File: src/rtl/barret_inv_1907.sv
// barret_inv_1907
//   Sequential modular inverse for the prime Q = 1907. Computes a^(Q-2) mod Q
//   with MSB-first square-and-multiply, one Barrett-reduced modular multiply
//   per clock through a single shared multiplier. One operation in flight.
//
// Ports
//   clk        rising-edge clock
//   rst_n      asynchronous active-low reset
//   in_valid   din_a is valid
//   in_ready   block can accept an operand (high only in IDLE)
//   din_a      operand, any K-bit value
//   out_valid  dout_r / dout_err valid, held until out_ready
//   out_ready  consumer accepts the result
//   dout_r     a^-1 mod Q, or 0 when a == 0 mod Q
//   dout_err   operand had no inverse (a == 0 mod Q)
module barret_inv_1907 #(
  parameter int Q   = 1907,
  parameter int K   = 11,
  parameter int MU  = 2199,
  parameter int EXP = 1905
) (
  input  logic         clk,
  input  logic         rst_n,
  input  logic         in_valid,
  output logic         in_ready,
  input  logic [K-1:0] din_a,
  output logic         out_valid,
  input  logic         out_ready,
  output logic [K-1:0] dout_r,
  output logic         dout_err
);

  localparam int IDX_W = $clog2(K);

  localparam logic [K-1:0]     Q_K   = K'(Q);
  localparam logic [2*K:0]     Q_W   = (2*K+1)'(Q);
  localparam logic [2*K+1:0]   MU_W  = (2*K+2)'(MU);
  localparam logic [K-1:0]     EXP_W = K'(EXP);
  localparam logic [IDX_W-1:0] IDX_TOP = IDX_W'(K-1);
  localparam logic [IDX_W-1:0] IDX_ONE = IDX_W'(1);

  typedef enum logic [1:0] {
    IDLE = 2'd0,
    SQR  = 2'd1,
    MUL  = 2'd2,
    DONE = 2'd3
  } state_t;

  state_t           state_reg;
  logic [K-1:0]     acc_reg;
  logic [K-1:0]     base_reg;
  logic [IDX_W-1:0] idx_reg;

  // Barrett reduction of x < Q^2. q1*MU can reach ~2^23 for x near Q^2,
  // so that product is kept two bits wider than x to avoid any truncation
  // before the shift. The quotient estimate undershoots by at most 2, hence
  // two conditional corrections.
  function automatic logic [K-1:0] red(input logic [2*K-1:0] x);
    logic [K:0]     q1;
    logic [2*K+1:0] qm;
    logic [K:0]     t;
    logic [2*K:0]   r;
    q1 = x[2*K-1:K-1];
    qm = {{(K+1){1'b0}}, q1} * MU_W;
    t  = qm[2*K+1:K+1];
    r  = {1'b0, x} - ({{K{1'b0}}, t} * Q_W);
    if (r >= Q_W) r = r - Q_W;
    if (r >= Q_W) r = r - Q_W;
    return r[K-1:0];
  endfunction

  // Shared multiplier: squaring in SQR, multiply by base in MUL.
  logic [K-1:0]   mul_b;
  logic [2*K-1:0] prod;
  logic [K-1:0]   red_out;

  always_comb begin
    mul_b   = (state_reg == MUL) ? base_reg : acc_reg;
    prod    = {{K{1'b0}}, acc_reg} * {{K{1'b0}}, mul_b};
    red_out = red(prod);
  end

  assign in_ready = (state_reg == IDLE);

  always_ff @(posedge clk or negedge rst_n) begin
    if (!rst_n) begin
      state_reg <= IDLE;
      acc_reg   <= '0;
      base_reg  <= '0;
      idx_reg   <= IDX_TOP;
      out_valid <= 1'b0;
      dout_r    <= '0;
      dout_err  <= 1'b0;
    end else begin
      case (state_reg)
        IDLE: begin
          if (in_valid) begin
            // 2^K < 2Q, so one subtract fully reduces the operand.
            base_reg  <= (din_a >= Q_K) ? (din_a - Q_K) : din_a;
            acc_reg   <= K'(1);
            idx_reg   <= IDX_TOP;
            state_reg <= SQR;
          end
        end

        SQR: begin
          acc_reg <= red_out;
          if (EXP_W[idx_reg]) begin
            state_reg <= MUL;
          end else if (idx_reg == '0) begin
            state_reg <= DONE;
            out_valid <= 1'b1;
            dout_r    <= red_out;
            dout_err  <= (base_reg == '0);
          end else begin
            idx_reg <= idx_reg - IDX_ONE;
          end
        end

        MUL: begin
          acc_reg <= red_out;
          if (idx_reg == '0) begin
            state_reg <= DONE;
            out_valid <= 1'b1;
            dout_r    <= red_out;
            dout_err  <= (base_reg == '0);
          end else begin
            idx_reg   <= idx_reg - IDX_ONE;
            state_reg <= SQR;
          end
        end

        DONE: begin
          // Result is held until accepted; the drain edge never accepts.
          if (out_ready) begin
            state_reg <= IDLE;
            out_valid <= 1'b0;
          end
        end

        default: state_reg <= IDLE;
      endcase
    end
  end

endmodule

File: config.mk
export PLATFORM = sky130hd
export DESIGN_NAME = barret_inv_1907
export DESIGN_NICKNAME = d
export VERILOG_FILES = /design/src/rtl/barret_inv_1907.sv
export SDC_FILE = /design/constraint.sdc
export NUM_CORES = 1
export LEC_CHECK = 0
export ABC_CLOCK_PERIOD_IN_PS = 28900
export CORE_MARGIN = 2
export CORE_UTILIZATION = 51
export CTS_CLUSTER_SIZE = 8
export DETAILED_ROUTE_END_ITERATION = 12
export PLACE_DENSITY = 0.79
export SLEW_MARGIN = 20
export SYNTH_ARGS = -nofsm -noshare
export SYNTH_HDL_FRONTEND = slang
export SYNTH_SLANG_ARGS = --single-unit
File: constraint.sdc
create_clock -name clk -period 28.9 [get_ports clk]
set_input_delay 4.335 -clock clk [delete_from_list [all_inputs] [get_ports clk]]
set_output_delay 4.335 -clock clk [all_outputs]
set_load 0.01 [all_outputs]
==> out/results.tsv <==
stage	metric	value	unit
status	status	complete, no violations	
setup_path	crit_type	register to register	
floorplanning	core.rowCount	59	
floorplanning	core-area	25900	um^2
timing	whs	0.480	ns
synth	synth_top_area_frac	0.249	
cells_and_area	drive_above_1_share	0.0341	
synth	synthAdderAreaFrac	0.460	
setup_path	r2r_cells	63	
clock_tree	path_clk_slew	0.06	ns
routing	wl_per_cell	15.6	um
routing	drtIter0Drc	668	
synth	syn_inst	1548	
clock_tree	cts_tree	yes	
clock_tree	cts-htree-levels	2	
synth	synth-edff-count	0	
synth	post_synth_mux_area_share	0.0201	
global_route	antenna_found_initial	0	
synth	synth_top_family_by_area	adder cells	
clock_tree	ctsRootBufferMaster	clkbuf_16	
setup_path	slowest_delay	0.71	ns
setup_path	r2r_slack	9.83	ns
clock_tree	cts_num_sinks	41	
synth	synthesis.nets	1953	
global_route	grt_pass1_wl	52200	um
clock_tree	cts_made_buffers	5	
setup_path	path_max_fanout	14	
synth	synthTopCellsByCount	inv_1, ha_1, fa_1, nand2_1, xnor2_1	
cells_and_area	fin_nets	1958	
timing	rsz0062_at_grt	no	
cells_and_area	design_area	14100	um^2
place	place_hpwl	25100	um
timing	maxSlewViolCount	0	
routing	drc	0	
floorplanning	die_h	166	um
synth	synth_area_per_cell	8.62	um^2
routing	drt-total-wl	29400	um
floorplanning	fp.dieW	166	um
synth	synthMostInstantiatedCell	inv_1	
synth	yosysWarnings	0	
timing	worst_pin_slew	1.04	ns
cells_and_area	diodes	0	
clock_tree	postCtsSetupRepairBufs	0	
synth	synth_compound_area_frac	0.131	
routing	drtPass1Iterations	5	
cells_and_area	syn2layout_area_growth	5.60	%
synth	syn_area	13300	um^2
worst_hold_path	hold-path-endpoint	dout_r[6]	
synth	yosysTopAreaCell	fa_1	
routing	ant_nets	0	
synth	synth_xor_area_frac	0.0713	
place	gp_congestion	0.924	
global_route	grtUsageTotal	0.223	
global_route	grt_pass1_vias	11100	
clock_tree	clock_latency	0.29	ns
setup_path	worstPathArrival	19.29	ns
setup_path	worst_setup_path_end_kind	register	
timing	setup-tns-final	0	ns
place	place_ws	10.11	ns
synth	ys_seq_elements	41	
synth	yosys.area_share.simple	0.146	
setup_path	worstReg2RegStart	state_reg[0]	
place	dpl-instance-area	14000	um^2
synth	synth.distinct_cells	73	
setup_path	startpoint_type	register	
clock_tree	ctsLongestPathBuffers	2	
synth	synth_seq_area_share	0.0771	
setup_path	cp.required	29.12	ns
timing	period_share	0.660	
timing	setup_slack	9.83	ns
synth	synth_ff_type	dfrtp_1	
worst_hold_path	min-delay-start	dout_r[6]	
timing	post-route-min-period	19.07	ns
clock_tree	postCtsResizedCells	0	
timing	max_freq	52.4	MHz
cells_and_area	fillers	2291	
worst_hold_path	min_path_type	register to register	
setup_path	worst_path_max_delay_cell	xnor2_1	
synth	async_flop_share	1.00	
routing	vias	10500	
place	numPortBuffers	28	
job	max_cap_viol_count	0	
timing	clock_skew	0.00812	ns
setup_path	r2r_end	acc_reg[9]	
routing	via_per_inst	5.56	
global_route	grt-ovfl-total	0	
synth	ys_top_cells_by_area	fa_1, ha_1, inv_1	
clock_tree	hold_buffers	0	
floorplanning	start_util	0.515	
floorplanning	ios	29	
timing	finalSetupViolCount	0	
worst_hold_path	holdPathStages	2	
timing	hold_violations	0	
floorplanning	fp.dieArea	27500	um^2
global_route	grt_max_degree	42	
timing	maxSlewHeadroom	0.305	
==> cells in the final DEF, fill, tap and decap left out, drive strengths merged, types with 9 or more instances in the layout <==
master,count
o21bai,13
clkdlybuf4s50,27
inv,297
nand2,125
nor2b,28
nand3,28
xor2,30
a21o,38
mux2i,11
dfrtp,39
mux2,14
a31oi,11
and2,49
nand2b,12
nor3,22
a21oi,54
ha,224
xnor2,77
nor2,65
or3,9
and3,13
o21ai,66
fa,166
o21a,17
==> area by class of cell <==
cell class	count	area (um^2)	area share
inverters	297	1110	0.0791
well taps	335	419	0.0297
flip-flops and latches	41	1030	0.0730
clock buffers	5	125	0.00888
multi-input cells	1173	11100	0.785
repair buffers	35	328	0.0233
clock inverters	3	17.5	0.00124
==> per-stage QoR <==
| step | util | std cells |
|---|---|---|
| 5_1_grt | 0.544 | 1889 |
| 3_5_place_dp | 0.538 | 1881 |
| 6_report | 0.544 | 1889 |
| 2_1_floorplan | - | 1548 |
| 3_3_place_gp | 0.538 | 1881 |
| 4_1_cts | 0.544 | 1889 |
==> routing by layer <==
metal,share of wire,global-route usage,vias up
li1,-,-,5071
met1,0.46,0.307,5141
met2,0.48,0.384,251
met3,0.044,0.0248,49
met4,0.018,0.0442,0
met5,0,0,-
==> worst max-delay path: cells and delay by family, from the launching register on <==
kind            cells  cell delay [ns]
fa+ha+maj          20             8.26
simple gates        9             2.49
xor+xnor            2             1.13
mux                 1             0.50
flops               1             0.44
buf+inv             9             0.77
compound gates     22             5.37
==> cell families (layout without fill, tap and decap cells) <==
kind of cell,count (synthesis),after routing
DFF,41,41
buffers and inverters,334,340
muxes,25,25
xor gates and xnor gates,107,107
AOI/OAI and AO/OA,263,263
and+or+nand+nor,387,387
adders and majority gates,391,391
==> how the worst max path moves through the flow <==
| stage | start | end | slack (ns) | cells after the start |
|---|---|---|---|---|
| detailed placement | state_reg[0] | acc_reg[6] | 10.11 | 63 |
| floorplan | state_reg[0] | acc_reg[9] | 11.61 | 67 |
| global placement | state_reg[0] | acc_reg[4] | 10.52 | 63 |
| CTS | state_reg[0] | acc_reg[9] | 10.04 | 63 |
| global route | state_reg[0] | acc_reg[9] | 8.43 | 63 |
| finish | state_reg[0] | acc_reg[9] | 9.83 | 63 |
Power is not shown: default switching activity piles up to over one toggle a cycle in this logic, so the estimate is an artifact.
